==> config.mk <==
export PLATFORM = sky130hd
export DESIGN_NAME = mem_arbiter
export DESIGN_NICKNAME = d
export VERILOG_FILES = /design/src/rtl/cpu_types_pkg.sv /design/src/rtl/mem_arbiter.sv
export SDC_FILE = /design/constraint.sdc
export NUM_CORES = 1
export LEC_CHECK = 0
export ABC_AREA = 1
export CORE_AREA = 4 4 100 102
export CTS_BUF_LIST = sky130_fd_sc_hd__clkbuf_8
export DETAILED_ROUTE_END_ITERATION = 16
export DIE_AREA = 0 0 104 106
export GPL_ROUTABILITY_DRIVEN = 0
export PLACE_DENSITY = 0.73
export SLEW_MARGIN = 20
export SYNTH_ARGS = -nofsm -noshare
export SYNTH_HDL_FRONTEND = slang
export SYNTH_SLANG_ARGS = --single-unit
==> constraint.sdc <==
create_clock -name CLK -period 3.8 [get_ports CLK]
set_clock_uncertainty 0.2 [all_clocks]
set_input_delay 0.38 -clock CLK [delete_from_list [all_inputs] [get_ports CLK]]
set_output_delay 0.38 -clock CLK [all_outputs]
set_load 0.03 [all_outputs]
==> src/rtl/cpu_types_pkg.sv <==
// Shared CPU types.
//   word_t          : 32-bit machine word used for addresses and data.
//   arb_state_t     : memory arbiter grant state (IDLE, IBUSY, DBUSY).
package cpu_types_pkg;

  typedef logic [31:0] word_t;

  typedef enum logic [1:0] {
    IDLE  = 2'd0,
    IBUSY = 2'd1,
    DBUSY = 2'd2
  } arb_state_t;

endpackage

==> src/rtl/mem_arbiter.sv <==
// Arbitrates a single-ported RAM between an instruction fetch port and a data port.
// Data requests normally win. After STARVE_MAX consecutive data grants taken while a fetch
// was waiting, the next grant goes to the fetch. At least one IDLE cycle separates accesses.
//
// Ports
//   CLK, nRST            : clock (rising edge), synchronous active-low reset
//   iREN, iaddr          : instruction fetch request and address
//   iwait, iload         : fetch not complete / fetched word
//   dREN, dWEN           : data read / write request
//   daddr, dstore        : data address / write data
//   dwait, dload         : data access not complete / read data
//   ramREN, ramWEN       : RAM read / write strobes
//   ramaddr, ramstore    : RAM address / write data
//   ramload, ram_ready   : RAM read data / access completes this cycle
module mem_arbiter
  import cpu_types_pkg::*;
#(
  parameter int unsigned STARVE_MAX = 4
) (
  input  logic  CLK,
  input  logic  nRST,
  input  logic  iREN,
  input  word_t iaddr,
  output logic  iwait,
  output word_t iload,
  input  logic  dREN,
  input  logic  dWEN,
  input  word_t daddr,
  input  word_t dstore,
  output logic  dwait,
  output word_t dload,
  output logic  ramREN,
  output logic  ramWEN,
  output word_t ramaddr,
  output word_t ramstore,
  input  word_t ramload,
  input  logic  ram_ready
);

  localparam int unsigned CntW = $clog2(STARVE_MAX + 1);
  localparam logic [CntW-1:0] StarveMax = CntW'(STARVE_MAX);

  arb_state_t      r_state;
  arb_state_t      w_state_next;
  logic [CntW-1:0] r_streak;
  logic [CntW-1:0] w_streak_next;
  logic            w_dreq;

  assign w_dreq = dREN | dWEN;

  // State and streak registers
  always_ff @(posedge CLK) begin
    if (!nRST) begin
      r_state  <= IDLE;
      r_streak <= '0;
    end else begin
      r_state  <= w_state_next;
      r_streak <= w_streak_next;
    end
  end

  // Next-state and streak update
  always_comb begin
    w_state_next  = r_state;
    w_streak_next = r_streak;
    unique case (r_state)
      IDLE: begin
        if (!iREN) begin
          w_streak_next = '0;
        end
        // Data wins unless the fetch has already been passed over STARVE_MAX times.
        if (w_dreq && !(iREN && (r_streak == StarveMax))) begin
          w_state_next = DBUSY;
        end else if (iREN) begin
          w_state_next = IBUSY;
        end
      end
      IBUSY: begin
        if (ram_ready) begin
          w_state_next  = IDLE;
          w_streak_next = '0;
        end else if (!iREN) begin
          // Requester withdrew: abandon without completion or counter change.
          w_state_next = IDLE;
        end
      end
      DBUSY: begin
        if (ram_ready) begin
          w_state_next = IDLE;
          if (iREN && (r_streak != StarveMax)) begin
            w_streak_next = r_streak + 1'b1;
          end
        end else if (!w_dreq) begin
          w_state_next = IDLE;
        end
      end
      default: w_state_next = IDLE;
    endcase
  end

  // Outputs
  always_comb begin
    ramREN   = 1'b0;
    ramWEN   = 1'b0;
    ramaddr  = '0;
    ramstore = '0;
    iwait    = 1'b1;
    dwait    = 1'b1;
    unique case (r_state)
      IDLE: begin
      end
      IBUSY: begin
        ramREN  = 1'b1;
        ramaddr = iaddr;
        iwait   = ~ram_ready;
      end
      DBUSY: begin
        // Write wins when both strobes are asserted.
        ramWEN   = dWEN;
        ramREN   = dREN & ~dWEN;
        ramaddr  = daddr;
        ramstore = dstore;
        dwait    = ~ram_ready;
      end
      default: begin
      end
    endcase
  end

  assign iload = ramload;
  assign dload = ramload;

endmodule

# ---- Word-level counts from Yosys, hierarchy flattened
# Cells that the tools add are included.
dict set report classes {
  addsub 1
  eq_ne 11
  n_mux 18
  bitwise 4
  reduce_logical 8
}
# op n
set op_table {}
lappend op_table {{one-hot mux 32 bit (2 select lines)} 1}
lappend op_table {{two-way mux 32 bit} 1}
lappend op_table {{two-way mux 2 bit} 6}
lappend op_table {{two-way mux 3 bit} 4}
lappend op_table {{inequality test 3 bit (second input constant)} 4}
lappend op_table {{one-hot mux 3 bit (3 select lines)} 1}
lappend op_table {{inequality test 2 bit (second input constant)} 4}
lappend op_table {{one-hot mux 2 bit (3 select lines)} 1}
lappend op_table {{AND reduction 5 bit} 1}
lappend op_table {{adder 3 x 1 -> 3 bit (second input constant)} 1}
lappend op_table {{equality test 3 bit (second input constant)} 1}
lappend op_table {{logical AND 1 bit} 3}
lappend op_table {{two-way mux 1 bit} 3}
lappend op_table {{AND reduction 3 bit} 1}
lappend op_table {{nonzero test 3 bit} 1}
lappend op_table {{equality test 2 x 1 -> 1 bit (second input constant)} 1}
lappend op_table {{equality test 2 bit (second input constant)} 1}
lappend op_table {{logical NOT 2 bit} 1}
lappend op_table {{inverter 1 bit} 2}
lappend op_table {{one-hot mux 1 bit (2 select lines)} 1}
lappend op_table {{bitwise AND 1 bit} 1}
lappend op_table {{logical NOT 1 bit} 1}
lappend op_table {{bitwise OR 1 bit} 1}
dict set report word_totals {
  regBits 5
  in_bits 134
  output_inout_bits 132
  wordCells 44
}

# ---- Depth between registers and ports, before layout
dict set report logic_depth {
  depth_word 6
  depth_mapped 9
}

# ---- Least setup slack after synthesis
# OpenSTA, ideal clock, no wires.
dict set report synth_path {
  path_kind {register to output}
  startpoint {register r_state[0]}
  endpoint {output port ramaddr[18]}
  arrival_ps 1431
  t_required_ps 3220
  slack_ps 1789
  stages_incl_launch_ff 6
  path_cell_list {dfxtp_1 inv_1 ha_1 inv_1 buf_1 a21oi_1}
}
dict set report synth_via {
  elab_chain_len 2
  word_cells_on_any_way 3
}
# item line_no
set synth_rtl {}
lappend synth_rtl {{start: declaration} mem_arbiter.sv:43} ;# arb_state_t r_state;
lappend synth_rtl {{start signal: assignment} mem_arbiter.sv:57} ;# r_state <= w_state_next;
lappend synth_rtl {{equality test 2 bit / equality test 2 x 1 -> 1 bit (equally long branches)} mem_arbiter.sv:109} ;# unique case (r_state)
lappend synth_rtl {{one-hot mux 32 bit (2 select lines) (*)} mem_arbiter.sv:109}
lappend synth_rtl {{end: declaration} mem_arbiter.sv:34} ;# output word_t ramaddr,
# Mark *: on every way between the ends. The rest lies on a longest branch, timed or not.

# ---- Worst setup path after layout
dict set report layout_path {
  startpoint {register r_state[0]}
  endpoint {output port ramaddr[3]}
}
# The elaborated chain is that of the path after synthesis.

==> run metrics <==
Nets=554; vias in the first global route=2068; fin crit period=between 3000 and 4000 ps; P_int=410 uW; final hold violations=0; largest net degree at the start of global routing=40; PostCTS Resize Cnt=0; unrepaired setup endpoints after global routing=no; WL/cell=14.1 um; max cap viols=0; synth top area cells=buf_4, nand2_1, inv_1, a21oi_1, dfxtp_1; dpl hpwl=6.10 mm; via count=approximately 2200; syn_nets=456; layout cell share with drive strength beyond 1=0.0291; first-pass GRT wire length=11.1 mm; Synth Register Bits=5; CTS tree=yes; Syn Inst Count=approximately 320; Post-synth top cells=nand2_1, buf_4, inv_1; Sequential Power Share=0.080; 1st-iter DRT viols=115; sw frac=0.497; PD cells=roughly 270 nW/um^2; clock sinks=5; Syn-to-layout area delta=80.7%; leakage=1.35 nW; HP Class=flip-flop to flip-flop; First-pass DRT Iterations=4; Place WS=915 ps; ANT nets after route=0; Cell Area, Synth=1670 um^2; total die area=11000 um^2; final wirelength=roughly 7.4 mm; GRT Overall Usage=0.123; Yosys Warn Count=0; port bufs=169; Clock Latency Late Sink=roughly 220 ps; Starting Density=0.183; Worst-path clk slew=40 ps; Final Cycle Share=0.812; Synth async-reset ratio=0; cell with the most instances after synthesis=nand2_1; Avg Cell Area, Syn=5.27 um^2; Fin Setup TNS=0 ps; post-CTS setup buffer count=0; Crit path arrival time=around 2500 ps; sequential fraction of the synthesis area=0.0601; antenna violations before repair=0; diode count=0; # IOs=~270; Cell Rows=35; Slew headroom=0.547; post-synthesis cell type count=16; hold_buf cts=0; Die X=104 um; Die Y-Extent=106 um; H-tree depth=1; endpoints failing setup=0; final hold slack=300 ps; cell taking the most area after synthesis=buf_4; Tightest Pin Transition=680 ps; Pwr Total=a little over 800 uW; Worst Path Required=3220 ps; Crit Path Category=flip-flop to output pin; CP startpoint=r_state[0]; Logic pwr share=0.800; Placed Area=2970 um^2; Max clock buf depth=2; Final Cell Area=3010 um^2; Net Sw Power=around 400 uW; final worst setup slack=716 ps; status=complete, no violations; TritonCTS buffer count=3; Root Driver=clkbuf_8; maximum VDD drop=116 uV; GRT Residual Overflow=0; reg2reg start=r_state[0]; Via density=4.13; # DRC=0; CP Max Fanout=39; Slew Viols, Final=0; main flop type after synthesis=dfxtp_1; core area=9110 um^2; Hold Crit Start=r_streak[2]; Synth top area share=0.306; Fmax achieved=324 MHz; Clock Power Share=0.120; EDFF count, synth=0; Critical Path Sink Type=output pin; crit start category=flip-flop
==> stage by stage <==
stage / utilization / cells
finish: 0.331 / 524
global route: 0.331 / 524
CTS: 0.331 / 524
detailed placement: 0.326 / 520
global placement: 0.326 / 520
floorplan: - / 316
==> power by group through the flow <==
stage	combinational [mW]	sequential (mW)	clock (mW)
CTS	0.660	0.0652	0.102
finish	0.652	0.0653	0.0981
detailed placement	0.656	0.0660	0
floorplan	0.482	0.0646	0
global placement	0.649	0.0653	0
global route	0.702	0.0659	0.106
==> metal layers <==
metal / global-route usage / part of all wire / up-vias
li1: - / - / 1062
met1: 0.132 / 0.36 / 941
met2: 0.215 / 0.49 / 131
met3: 0.0601 / 0.13 / 32
met4: 0.0323 / 0.024 / 0
met5: 0 / 0 / -
==> flip-flops by register name (all words and copies together) (netlist names) <==
register  flops
r_streak      3
r_state       2
==> path summary, 6_finish.rpt <==
check                                    to  slack, ps  depth (start not counted)
worst max-delay path             ramaddr[3]        720                          6
worst min-delay path            r_streak[2]        300                          2
worst max register to register   r_state[1]       1700                          8
worst min register to register  r_streak[2]        300                          2
==> placed cells by master, fill, tap and decap left out, drive strengths merged <==
cell type | synthesis | layout
dfxtp | 5 | 5
clkdlybuf4s50 | 0 | 169
o21ai | 2 | 2
ha | 6 | 6
nand2 | 119 | 119
a21oi | 35 | 35
nand3 | 7 | 7
buf | 79 | 3
nor2 | 12 | 12
inv | 50 | 51
clkbuf | 0 | 3
a31oi | 1 | 1
==> worst max-delay path, cell delays in order, from the launching register on <==
cell	delay, ps
dfxtp_1	320
inv_1	110
ha_2	640
buf_12	280
nand2_1	80
a21oi_1	140
clkdlybuf4s50_1	690
==> logic make-up (layout without fill, tap and decap cells) <==
group                      Yosys count  after routing  share of synthesized area
DFF                                  5              5                     0.0601
buffers and inverters              129            226                      0.453
and+or+nand+nor                    138            138                      0.322
adders and majority gates            6              6                     0.0450
AOI/OAI and AO/OA                   38             38                      0.119
==> cell type report <==
type / instances / area [um^2]
Inverter: 50 / 188
Clock inverter: 1 / 3.75
Fill cell: 976 / 6100
Clock buffer: 3 / 41.3
Multi-Input combinational cell: 182 / 813
Tap cell: 111 / 139
Timing Repair Buffer: 172 / 1730
Sequential cell: 5 / 100
Power figures use the tool's default switching activity.
